$ cat config.mk
export PLATFORM = sky130hd
export DESIGN_NAME = dense_result_buffer
export DESIGN_NICKNAME = d
export VERILOG_FILES = /design/src/rtl/dense_result_buffer.sv
export SDC_FILE = /design/constraint.sdc
export NUM_CORES = 1
export LEC_CHECK = 0
export ABC_AREA = 1
export CELL_PAD_IN_SITES_DETAIL_PLACEMENT = 0
export CELL_PAD_IN_SITES_GLOBAL_PLACEMENT = 1
export CORE_UTILIZATION = 51
export CTS_BUF_LIST = sky130_fd_sc_hd__clkbuf_4 sky130_fd_sc_hd__clkbuf_8
export CTS_CLUSTER_SIZE = 8
export DETAILED_ROUTE_END_ITERATION = 16
export MAX_ROUTING_LAYER = met4
export PLACE_DENSITY_LB_ADDON = 0.15
export SLEW_MARGIN = 20
export SYNTH_ARGS = -nofsm -noshare
export SYNTH_HDL_FRONTEND = slang
export SYNTH_SLANG_ARGS = --single-unit
$ cat constraint.sdc
create_clock -name clk -period 4.17 [get_ports clk]
set_clock_uncertainty 0.1 [all_clocks]
set_input_delay 0.6255 -clock clk [delete_from_list [all_inputs] [get_ports clk]]
set_output_delay 0.6255 -clock clk [all_outputs]
set_load 0.01 [all_outputs]
$ cat src/rtl/dense_result_buffer.sv
// Result FIFO for the dense accelerator: optional ReLU on capture, host-drained
// queue with registered read port, plus running max/argmax over accepted results.
module dense_result_buffer #(
    parameter int DATA_W = 32,
    parameter int DEPTH  = 16,
    parameter int ADDR_W = 4,
    parameter int IDX_W  = 8
) (
    input  logic              clk,
    input  logic              reset,
    input  logic [DATA_W-1:0] resultIn,
    input  logic              resultValid,
    input  logic              reluEnable,
    input  logic              readReq,
    input  logic              clearStats,
    output logic [DATA_W-1:0] dataOut,
    output logic              dataOutValid,
    output logic [ADDR_W:0]   count,
    output logic              empty,
    output logic              full,
    output logic              overflow,
    output logic [DATA_W-1:0] maxValue,
    output logic [IDX_W-1:0]  argmaxIdx
);

    localparam logic [DATA_W-1:0] MAX_RESET = {1'b1, {(DATA_W-1){1'b0}}};
    localparam logic [IDX_W-1:0]  IDX_SAT   = '1;
    localparam logic [ADDR_W:0]   DEPTH_C   = (ADDR_W+1)'(DEPTH);

    logic [DATA_W-1:0] mem [DEPTH];
    logic [ADDR_W-1:0] wptr;
    logic [ADDR_W-1:0] rptr;
    logic [IDX_W-1:0]  idx;

    logic [DATA_W-1:0] value;
    logic              pop_ok;
    logic              push_ok;
    logic              drop;
    logic [DATA_W-1:0] base_max;
    logic [IDX_W-1:0]  base_idx;
    logic              new_max;

    assign empty = (count == '0);
    assign full  = (count == DEPTH_C);

    always_comb begin
        value    = (reluEnable && resultIn[DATA_W-1]) ? '0 : resultIn;
        pop_ok   = readReq && !empty;
        // A full FIFO still accepts a push when the same edge frees the head slot.
        push_ok  = resultValid && (!full || pop_ok);
        drop     = resultValid && full && !pop_ok;
        // clearStats is applied before scoring a same-cycle push.
        base_max = clearStats ? MAX_RESET : maxValue;
        base_idx = clearStats ? '0 : idx;
        new_max  = $signed(value) > $signed(base_max);
    end

    always_ff @(posedge clk) begin
        if (push_ok) begin
            mem[wptr] <= value;
        end
    end

    always_ff @(posedge clk) begin
        if (reset) begin
            wptr         <= '0;
            rptr         <= '0;
            count        <= '0;
            dataOut      <= '0;
            dataOutValid <= 1'b0;
        end else begin
            dataOutValid <= pop_ok;
            if (pop_ok) begin
                dataOut <= mem[rptr];
                rptr    <= rptr + ADDR_W'(1);
            end
            if (push_ok) begin
                wptr <= wptr + ADDR_W'(1);
            end
            if (push_ok && !pop_ok) begin
                count <= count + (ADDR_W+1)'(1);
            end else if (pop_ok && !push_ok) begin
                count <= count - (ADDR_W+1)'(1);
            end
        end
    end

    always_ff @(posedge clk) begin
        if (reset) begin
            maxValue  <= MAX_RESET;
            argmaxIdx <= '0;
            idx       <= '0;
            overflow  <= 1'b0;
        end else begin
            if (push_ok) begin
                maxValue  <= new_max ? value : base_max;
                argmaxIdx <= new_max ? base_idx : (clearStats ? '0 : argmaxIdx);
                idx       <= (base_idx == IDX_SAT) ? IDX_SAT : base_idx + IDX_W'(1);
            end else if (clearStats) begin
                maxValue  <= MAX_RESET;
                argmaxIdx <= '0;
                idx       <= '0;
            end
            // A drop in the same cycle as a clear leaves the flag set.
            if (drop) begin
                overflow <= 1'b1;
            end else if (clearStats) begin
                overflow <= 1'b0;
            end
        end
    end

endmodule

# --- Yosys cells after proc, flatten, opt, wreduce, memory -nomap -nowiden ---
# Memories as Yosys holds them, arrays and structs flattened. A register that Yosys moved wholly into a read port is not among the register bits.
# Index checks and enable logic that the tools add are counted.
totals:
  inputBits: 38
  mem_bits_rw: 512
  ff_bits: 63
  out_inout_bits: 81
  n_memories: 1
memory_table:
  columns: ["memory", "depth", "width", "rd", "rd_clocked_by_memory_dff", "write_ports", "line", "text"]
  rows:
  - ["mem", 16, 32, 1, 1, 1, "30", "logic [DATA_W-1:0] mem [DEPTH];"]
op_classes:
  magnitude_cmp: 1
  n_addsub: 5
  reduce_logical: 15
  muxes: 16
  n_eq_ne: 2
ops:
  columns: ["operator", "n"]
  rows:
  - ["2-to-1 mux 32 bit", 4]
  - ["2-to-1 mux 8 bit", 6]
  - ["greater-than comparator 32 bit", 1]
  - ["2-to-1 mux 5 bit", 2]
  - ["adder 4 x 1 -> 4 bit, second input constant", 2]
  - ["adder 8 x 1 -> 8 bit, second input constant", 1]
  - ["== test 8 bit, second input constant", 1]
  - ["logical AND 1 bit", 7]
  - ["adder 5 x 1 -> 5 bit, second input constant", 1]
  - ["== test 5 bit, second input constant", 1]
  - ["logical NOT 5 bit", 1]
  - ["subtractor 5 x 1 -> 5 bit, second input constant", 1]
  - ["logical NOT 1 bit", 4]
  - ["2-to-1 mux 1 bit", 4]
  - ["nonzero test 2 bit", 2]
  - ["logical OR 1 bit", 1]

# --- Longest topological paths before layout ---
logic_depth:
  ltp_word: 9
  ltp_mapped: 21

# --- Worst setup path after synthesis ---
# Ideal clock, no wire load.
synth_path:
  path_type: "register to register"
  from: "reg count[1]"
  to: "mem mem[11][0] (enable)"
  stages_incl_launch_ff: 10
  period_less_slack_ns: 3.258
  n_path_buf: 1
  setup_ns: 0.421
  path_slack_ns: 0.912
  arrival_ns: 2.737
  cell_sequence: "dfxtp_1 > nor2_1 > nand3_1 > nor2_1 > nand2_1 > nand2_1 > inv_2 > clkbuf_1 > nand2_1 > nor2_1"
synth_between:
  elab_cells_between_ends: 9
  classes_between: "eq/ne (1); mux (2); reduce/logical (6)"
synth_rtl:
  columns: ["element", "line", "text"]
  rows:
  - ["start: declaration", "18", "output logic [ADDR_W:0] count,"]
  - ["start signal: assignment", "81", "count <= count + (ADDR_W+1)'(1);"]
  - ["start signal: assignment", "83", "count <= count - (ADDR_W+1)'(1);"]
  - ["== test 5 bit", "44", "assign full = (count == DEPTH_C);"]
  - ["net full", "20", "output logic full,"]
  - ["logical NOT 1 bit", "50", "push_ok = resultValid && (!full || pop_ok);"]
  - ["logical OR 1 bit", "50", null]
  - ["logical AND 1 bit", "50", null]
  - ["2-to-1 mux 1 bit", "59", "if (push_ok) begin"]
  - ["2-to-1 mux 1 bit (not written as such)", "60", "mem[wptr] <= value;"]
  - ["end: declaration", "30", null]
# The timed path passes the listed nets, and every way through them passes these cells.

# --- Worst setup path in the final report ---
layout_path:
  from: "in clearStats"
  to: "reg argmaxIdx[4]"
layout_between:
  elab_chain_cells: 4
  elab_cells_between_ends: 6
  classes_between: "order compare (1); mux (5)"
layout_rtl:
  columns: ["element", "line", "text"]
  rows:
  - ["start: declaration", "15", "input logic clearStats,"]
  - ["2-to-1 mux 32 bit", null, null]
  - ["greater-than comparator 32 bit", "55", "new_max = $signed(value) > $signed(base_max);"]
  - ["2-to-1 mux 8 bit", "97", "argmaxIdx <= new_max ? base_idx : (clearStats ? '0 : argmaxIdx);"]
  - ["2-to-1 mux 8 bit (*)", "95", "if (push_ok) begin"]
  - ["end signal: assignment", "97", null]
  - ["end: declaration", "23", "output logic [IDX_W-1:0] argmaxIdx"]
# Every way passes the cells marked *; elsewhere a longest branch is shown, timed or not.
# A chain may end at the register's enable or synchronous reset.

==> flow_summary_export.csv <==
group,metric,value,unit
run_status,status,"finished clean",
grt,antenna_found_initial,1,
grt,grt.overflow.total,0,
route,drt_first_iter_violations,1398,
logic_synthesis,synth_edf_count,512,
timing,hold_violations,0,
floorplanning,fp.coreArea,0.0481,mm²
grt,grt_max_degree,259,
clock_tree,cts.clk_slew.worst_paths,0.06,ns
layout,multi_input_area,0.00685,mm²
power_and_ir_drop,peakVddDrop,0.000457,V
logic_synthesis,synth_top_family_by_area,"simple AND/OR/NAND/NOR gates",
worst_hold_path,hold_start,"overflow",
route,drt_first_pass_iters,5,
timing,whs,0.371,ns
power_and_ir_drop,p_sw_frac,0.296,
power_and_ir_drop,pwr-share-comb,0.224,
logic_synthesis,netlist_instances,2234,
route,avgViaCountPerCell,5.63,
setup_path,cp_max_fo,40,
route,num_vias,17600,
grt,grt_usage,0.275,
layout,layoutNonFillerInstCount,3121,
clock_tree,clock-sinks,607,
grt,grt_pass1_vias,17400,
clock_tree,ctsHoldBuffers,0,
timing,slew_viol_final,0,
route,ant_nets,0,
floorplanning,die-area,0.0502,mm²
power_and_ir_drop,switchingPower,4.76,mW
logic_synthesis,synth_seq_cells,607,
layout,seqCellArea,0.0173,mm²
clock_tree,clkLatencyLatePin,0.71,ns
layout,nNetsFinal,2460,
timing,worst_pin_slew,1.11,ns
logic_synthesis,yosys.area_share.simple,0.131,
timing,fin_crit,3.23,ns
layout,drive_above_1_share,0.114,
logic_synthesis,seq_area_frac_synth,0.687,
logic_synthesis,netlist_area,0.0251,mm²
timing,rsz0062_at_grt,"no",
grt,grt_pass1_wl,101,mm
power_and_ir_drop,p_int,11.3,mW
clock_tree,htree_levels,3,
logic_synthesis,synthArstFlopShare,0,
floorplanning,start_util,0.522,
clock_tree,cts_buffers,99,
logic_synthesis,synthAdderAreaFrac,0.0217,
timing,fmax,0.310,GHz
logic_synthesis,synth.most_common_cell,"edfxtp_1",
job,drv_cap,0,
clock_tree,cts_root_buf,"clkbuf_8",
setup_path,end_kind,"flip-flop",
place,finalWeightedCongestion,0.828,
logic_synthesis,synth_flop_cell,"edfxtp_1",
logic_synthesis,yosys-top-cells-area,"edfxtp_1 (61%), dfxtp_1 (7.6%), nor2_1 (7.2%)",
logic_synthesis,synth_top_area_share,0.612,
route,wl_per_cell,21.2,µm
setup_path,arrival,3.69,ns
place,dp_slack,0.323,ns
power_and_ir_drop,power_frac_clock,0.336,
layout,area_delta_synth_final,17.9,%
logic_synthesis,synthTopCellsByCount,"edfxtp_1 (512), nor2_1 (483), o21ai_0 (226)",
setup_path,crit_required,4.63,ns
place,post-place-cells,2933,
route,drc,0,
layout,fill_cells,3921,
floorplanning,die_w,224,µm
logic_synthesis,syn_area_per_cell,11.3,µm²
logic_synthesis,yosysTopAreaCell,"edfxtp_1",
setup_path,r2r_start,"count[1]",
setup_path,r2r_cells,16,
clock_tree,cts_tree,"yes",
logic_synthesis,synth-compound-area-share,0.113,
logic_synthesis,syn_nets,2315,
floorplanning,rows,80,
worst_hold_path,whs_endpoint,"overflow",
logic_synthesis,synthXorXnorAreaFrac,0.00174,
logic_synthesis,synth_mux_area_frac,0,
logic_synthesis,yosysWarningCount,0,
route,wl,66.2,mm
floorplanning,die_h,224,µm
clock_tree,cts_resized,0,
setup_path,reg2reg_to,"count[4]",
timing,timing.final.crit_share,0.774,
clock_tree,cts_buffer_depth,3,
floorplanning,ios,119,
setup_path,crit_type,"input port to flip-flop",
setup_path,r2r_slack,1.02,ns
place,dp_hpwl,36.0,mm
power_and_ir_drop,power.density,543,mW/mm²
timing,fin_ws,0.944,ns
timing,setup_viol,0,
clock_tree,postCtsSetupRepairBufs,0,
timing,relSlewSlack,0.257,
power_and_ir_drop,power_frac_seq,0.439,
worst_hold_path,hold_class,"flip-flop to flip-flop",
timing,finalSetupTns,0,ns
power_and_ir_drop,p_leak,10.8,nW
logic_synthesis,ys_types,32,
setup_path,setup.worst_path.start_class,"input port",
setup_path,worstSetupStartpoint,"clearStats",
worst_hold_path,min_path_cells,2,
place,port_buffers,118,
## worst max-delay path, cell delays in order
cell	delay (ns)
clkdlybuf4s50_1	0.43
inv_2	0.40
nand2_1	0.15
ha_1	0.36
nand4_1	0.10
nor3_1	0.32
and3_1	0.30
nand2_1	0.13
nand3_2	0.09
buf_4	0.41
nand4_1	0.16
nand2_1	0.09
nor2_1	0.05
## power by group through the flow
stage | clock (mW) | combinational, mW | sequential (mW)
global placement | 0 | 3.52 | 7.18
global route | 5.77 | 4.00 | 7.09
detailed placement | 0 | 3.59 | 7.19
finish | 5.41 | 3.60 | 7.07
CTS | 5.51 | 3.61 | 7.07
floorplan | 0 | 2.21 | 7.24
## flip-flops by register name, summed over array words and instances (netlist names)
name,cells
argmaxIdx,8
count,5
dataOut,32
dataOutValid,1
idx,8
maxValue,32
mem,512
overflow,1
rptr,4
wptr,4
## worst max-delay path by stage
stage                    to  slack, ns
3_3_place_gp   argmaxIdx[5]       0.49
3_5_place_dp   argmaxIdx[4]       0.32
2_1_floorplan    mem[11][0]       0.91
4_1_cts            count[4]       1.01
6_report       argmaxIdx[4]       0.94
5_1_grt            count[4]       0.74
## cell type report
| cell class | count | share of cell area |
|---|---|---|
| Timing Repair Buffer | 192 | 0.0660 |
| Clock inverter | 23 | 0.00574 |
| Antenna cell | 1 | 0.0000845 |
| Multi-Input combinational cell | 1328 | 0.231 |
| Sequential cell | 607 | 0.583 |
| Clock buffer | 163 | 0.0664 |
| Inverter | 151 | 0.0195 |
| Tap cell | 656 | 0.0277 |
## routing by layer
layer / global-route usage / wire length, µm
met4: 0.0890 / 1650
met3: 0.0470 / 3740
met2: 0.459 / 33200
met5: - / 0
met1: 0.342 / 27600
## cell families after synthesis
logic type / Yosys count
adder cells (fa/ha/maj): 43
flip-flops: 607
buffers and inverters: 299
AND/OR/NAND/NOR: 807
XOR/XNOR: 5
AO/OA/AOI/OAI: 473
## cells in the final DEF (no fill, tap or decap), types with 4 or more instances in the layout
cell,netlist,final
edfxtp_1,512,512
nor2_1,483,467
o21ai_0,226,226
nand2_1,165,165
inv_1,146,143
o211ai_1,124,124
clkbuf_8,0,119
clkdlybuf4s50_1,0,118
nand3_1,105,105
dfxtp_1,95,91
buf_4,2,57
o21ai_1,45,45
nand4_1,45,45
clkbuf_4,0,44
ha_1,42,42
o221ai_1,36,36
a21oi_1,31,30
nor2_4,0,16
buf_12,0,16
clkinv_1,0,11
clkinv_2,0,7
inv_2,5,4
nor3_1,4,4
xor2_1,4,4
## stage by stage
step / utilization / instance area (µm²) / total power [mW]
final: 0.615 / 29600 / 16.1
after global routing: 0.615 / 29600 / 16.9
after CTS: 0.615 / 29600 / 16.2
after detailed placement: 0.570 / 27500 / 10.8
after global placement: 0.570 / 27500 / 10.7
after floorplan: - / 25100 / 9.45
Note: power is estimated with default switching activity, not from simulation.
